$ cat src/rtl/id_seq.sv
// rtl/id_seq.sv - sequenced RK16 instruction-decode stage (optional ID_SEQ_SEXT_EN: sign-extended immediate)
module id_seq #(
    parameter  int ILEN   = 32,
    parameter  int XLEN   = 16,
    parameter  int IMM_W  = 16,
    parameter  int NSTAGE = 4,
    localparam int SW     = $clog2(NSTAGE)
) (
    input  logic            clk,
    input  logic            rst_n,
    input  logic            flush,
    input  logic            in_valid,
    output logic            in_ready,
    input  logic [ILEN-1:0] in_inst,
    output logic            out_valid,
    input  logic            out_ready,
    output logic [SW-1:0]   stage,
    output logic            last,
    output logic [3:0]      opcode,
    output logic [3:0]      rd,
    output logic [3:0]      rs1,
    output logic [3:0]      rs2,
    output logic [XLEN-1:0] imm
);

    typedef enum logic {
        S_IDLE = 1'b0,
        S_RUN  = 1'b1
    } state_t;

    localparam logic [SW-1:0] LAST_STAGE = SW'(NSTAGE - 1);

    state_t            r_state;
    state_t            w_state_nxt;
    logic [SW-1:0]     r_stage;
    logic [SW-1:0]     w_stage_nxt;
    logic [ILEN-1:0]   r_ir;
    logic [ILEN-1:0]   w_ir_nxt;

    logic              w_at_last;
    logic              w_accept;
    logic [IMM_W-1:0]  w_imm_field;
    logic              w_unused_ir;

    // Ready is independent of in_valid so fetch may wait on it without a loop.
    assign w_at_last = (r_stage == LAST_STAGE);
    assign in_ready  = !flush && ((r_state == S_IDLE) || (w_at_last && out_ready));
    assign w_accept  = in_valid && in_ready;

    // State, stage counter and instruction register.
    always_ff @(posedge clk or negedge rst_n) begin
        if (!rst_n) begin
            r_state <= S_IDLE;
            r_stage <= '0;
            r_ir    <= '0;
        end else begin
            r_state <= w_state_nxt;
            r_stage <= w_stage_nxt;
            r_ir    <= w_ir_nxt;
        end
    end

    // Next state: flush beats accept, accept beats retire/advance; stall holds everything.
    always_comb begin
        w_state_nxt = r_state;
        w_stage_nxt = r_stage;
        w_ir_nxt    = r_ir;
        if (flush) begin
            w_state_nxt = S_IDLE;
            w_stage_nxt = '0;
        end else if (w_accept) begin
            w_state_nxt = S_RUN;
            w_stage_nxt = '0;
            w_ir_nxt    = in_inst;
        end else if (r_state == S_RUN && out_ready) begin
            if (w_at_last) begin
                w_state_nxt = S_IDLE;
                w_stage_nxt = '0;
            end else begin
                w_stage_nxt = r_stage + SW'(1);
            end
        end
    end

    assign out_valid = (r_state == S_RUN);
    assign stage     = r_stage;
    assign last      = out_valid && w_at_last;

    // Decoded fields come straight from the held word, so they are stable for a whole RUN.
    assign opcode      = r_ir[3:0];
    assign rd          = r_ir[7:4];
    assign rs1         = r_ir[11:8];
    assign rs2         = r_ir[15:12];
    assign w_imm_field = r_ir[16 +: IMM_W];

`ifdef ID_SEQ_SEXT_EN
    assign imm = XLEN'($signed(w_imm_field));
`else
    assign imm = XLEN'(w_imm_field);
`endif

    // Upper instruction bits beyond the immediate are carried but not decoded.
    assign w_unused_ir = ^r_ir;

endmodule

$ cat config.mk
export PLATFORM = sky130hd
export DESIGN_NAME = id_seq
export DESIGN_NICKNAME = d
export VERILOG_FILES = /design/src/rtl/id_seq.sv
export SDC_FILE = /design/constraint.sdc
export NUM_CORES = 1
export LEC_CHECK = 0
export CAP_MARGIN = 20
export CORE_ASPECT_RATIO = 1.4
export CORE_UTILIZATION = 35
export DETAILED_ROUTE_END_ITERATION = 6
export MAX_ROUTING_LAYER = met4
export PLACE_DENSITY = 0.73
export SYNTH_ARGS = -nofsm -noshare
export SYNTH_HDL_FRONTEND = slang
export SYNTH_SLANG_ARGS = --single-unit
$ cat constraint.sdc
create_clock -name clk -period 2 [get_ports clk]
set_input_delay 0.4 -clock clk [delete_from_list [all_inputs] [get_ports clk]]
set_output_delay 0.4 -clock clk [all_outputs]
set_load 0.01 [all_outputs]
==> impl_metrics.tcl <==
set metrics [dict create \
    num-nets-final 209 \
    reg2reg_from "stage[0]$_DFFE_PN0P_" \
    fin_crit_sh_pct 95.4 \
    whs_ps 506 \
    internal_power_mw 1.63 \
    finalClockSkew_ps 3.63 \
    worstSetupStartpoint "stage[0]$_DFFE_PN0P_" \
    antenna_found_initial 0 \
    nFillCells 312 \
    die_w_um 55.3 \
    worst_slew_margin_rel_pct 70.7 \
    min_period_ps 1910 \
    clock_sinks 35 \
    cts_hold_buf 0 \
    path_class "flop to output pin" \
    status "completed" \
    ys_top_cells_by_area "dfrtp_1 (63%), mux2_2 (26%), buf_6 (2.4%)" \
    clk_path_buf_depth 2 \
    portBuffers 73 \
    reg2reg_slack_ps 390 \
    multi_input_area_sq_um 497 \
    insertion_delay_ps 280 \
    rsz0062_at_grt "no" \
    async_flop_share_pct 100 \
    finalSetupViolCount 0 \
    post_drt_via_cell_ratio 4.73 \
    num_vias 1013 \
    powerDensity_nw_per_um2 913 \
    dr.first_iter.drc_count 10 \
    startpoint_type "flop" \
    ys_types 15 \
    ys_ff_latch 35 \
    cts_tree "yes" \
    wirelength_um 3260 \
    ir_drop_mv 0.798 \
    htree_levels 2 \
    cp-endpoint "last" \
    dieHeight_um 76.7 \
    leakage_nw 0.975 \
    die-area_sq_um 4240 \
    firstDrtPassIters 3 \
    switching_share_pct 23.6 \
    worst_slew_pin_slew_ps 439 \
    grt_start_max_net_pins 36 \
    seqCellArea_sq_um 876 \
    synth_cells 87 \
    p_sw_mw 0.504 \
    avgSynthCellArea_sq_um 16.0 \
    drv_slew 0 \
    root_buffer "clkbuf_8" \
    seq_power_share_pct 42.2 \
    critPathArrivalTime_ps 1510 \
    reg2regPathDepth 5 \
    maxCapViolations 0 \
    yosys.area.top_type "dfrtp_1" \
    grt_pass1_wl_um 5410 \
    r2r-end "r_ir[17]$_DFFE_PN0P_" \
    crit_fanout 3 \
    critical_path_required_ps 1600 \
    synth-edff-count 0 \
    floorplan.initialDensity_pct 37.3 \
    comb_power_share_pct 27.6 \
    syn-num-nets 125 \
    syn_to_final_growth_pct 67.6 \
    grt_util_all_layers_pct 17.1 \
    grt_pass1_vias 1110 \
    crit_path_end_kind "output pin" \
    max_freq_mhz 524 \
    drive_above_1_share_pct 29.1 \
    cts_buffers 5 \
    coreArea_sq_um 3740 \
    grt.overflow.total 0 \
    synth_top_area_share_pct 62.8 \
    hold_viol 0 \
    yosysSeqAreaShare_pct 62.8 \
    worst_hold_path_type "flop to flop" \
    yosysMostFrequentCell "dfrtp_1" \
    path_clk_slew_ps 70 \
    synthTopCellsByCount "dfrtp_1 (35), mux2_2 (32), nor2_1 (4), buf_6 (3)" \
    final_antenna_net_count 0 \
    rows 26 \
    gp_congestion 0.819 \
    power_mw 2.13 \
    post_drt_wl_per_cell_um 15.2 \
    synthFlopType "dfrtp_1" \
    num_io_pins 74 \
    syn-cell-area_sq_um 1390 \
    p_clk_share_pct 30.2 \
    yosysWarnings 0 \
    place_hpwl_um 2500 \
    drc 0 \
    diodes 0 \
]
-- worst min path at each step --
| stage | from | to | cells after the start |
|---|---|---|---|
| 3_5_place_dp | r_ir[8]$_DFFE_PN0P_ | r_ir[8]$_DFFE_PN0P_ | 1 |
| 4_1_cts | r_ir[8]$_DFFE_PN0P_ | r_ir[8]$_DFFE_PN0P_ | 1 |
| 6_report | r_ir[8]$_DFFE_PN0P_ | r_ir[8]$_DFFE_PN0P_ | 1 |
| 2_1_floorplan | rst_n | out_valid$_DFFE_PN0P_ | 0 |
| 3_3_place_gp | r_ir[28]$_DFFE_PN0P_ | r_ir[28]$_DFFE_PN0P_ | 1 |
| 5_1_grt | r_ir[19]$_DFFE_PN0P_ | r_ir[19]$_DFFE_PN0P_ | 1 |
-- power groups by stage --
stage               clock network [mW]  registers [mW]  logic [mW]
finish                           0.644           0.900       0.588
global route                     0.694           0.918       0.623
CTS                              0.667           0.902       0.596
detailed placement                   0           0.916       0.595
global placement                     0           0.904       0.584
floorplan                            0           0.971       0.147
-- worst max-delay path, stage by stage, from the launching register on --
cell and delay [ps]:
dfrtp_1 400, ha_4 180, and2_1 120, clkdlybuf4s50_1 530
-- placed cells by master, fill, tap and decap left out --
master / n
nor2_1: 4
nor3_1: 1
buf_12: 1
mux2_2: 32
dfrtp_1: 35
nor3b_1: 1
a21boi_4: 1
and2_1: 1
o21ai_0: 1
nand2_1: 2
dlygate4sd2_1: 2
clkinv_2: 1
nor3b_4: 1
nor2b_1: 2
bufinv_16: 1
clkbuf_8: 6
mux2i_1: 1
ha_4: 1
clkdlybuf4s50_1: 71
buf_4: 6
a21oi_1: 1
-- state kept, by name, summed over array words and instances (netlist names) --
signal / flops
stage: 2
out_valid: 1
r_ir: 32
-- repair_timing --
item	in CTS	in global routing
pin swaps	1	0
buffers inserted	1	0
gates resized for setup	3	1
hold endpoints to repair	0	0
setup endpoints to repair	2	1
-- stage by stage --
step | instances | utilization, % | TNS [ps] | cell area [sq um] | worst slack (ps)
after floorplan | 87 | - | 0 | 1390 | 341
after global placement | 205 | 58.8 | -31.0 | 2200 | -31.0
after detailed placement | 205 | 58.8 | -62.1 | 2200 | -53.0
after CTS | 214 | 62.2 | 0 | 2330 | 36.9
after global routing | 214 | 62.4 | 0 | 2340 | 17.2
final | 214 | 62.4 | 0 | 2340 | 92.4
-- cells by family after synthesis --
group                    after synthesis  synth area share (%)
flip-flops                            35                  62.8
multiplexers                          33                  26.6
AND/OR/NAND/NOR                       12                  5.21
AO/OA/AOI/OAI                          3                  2.06
buffers and inverters                  3                  2.42
adder cells (fa/ha/maj)                1                 0.898
-- final cells by class --
| type | instances | area share [%] |
|---|---|---|
| Clock buffer | 6 | 3.54 |
| Sequential cell | 35 | 37.5 |
| Tap cell | 42 | 2.25 |
| Multi-Input combinational cell | 49 | 21.3 |
| Clock inverter | 2 | 1.50 |
| Timing Repair Buffer | 80 | 34.0 |
-- metal layers --
metal  vias up  part of all wire, %  GRT usage, %
met5         -                    0             -
met4         0                  2.5          9.75
met3         8                  4.7          3.54
met2        35                   58          30.6
met1       502                   35          16.9
li1        468                    -             -
(Power assumes the default switching activity.)
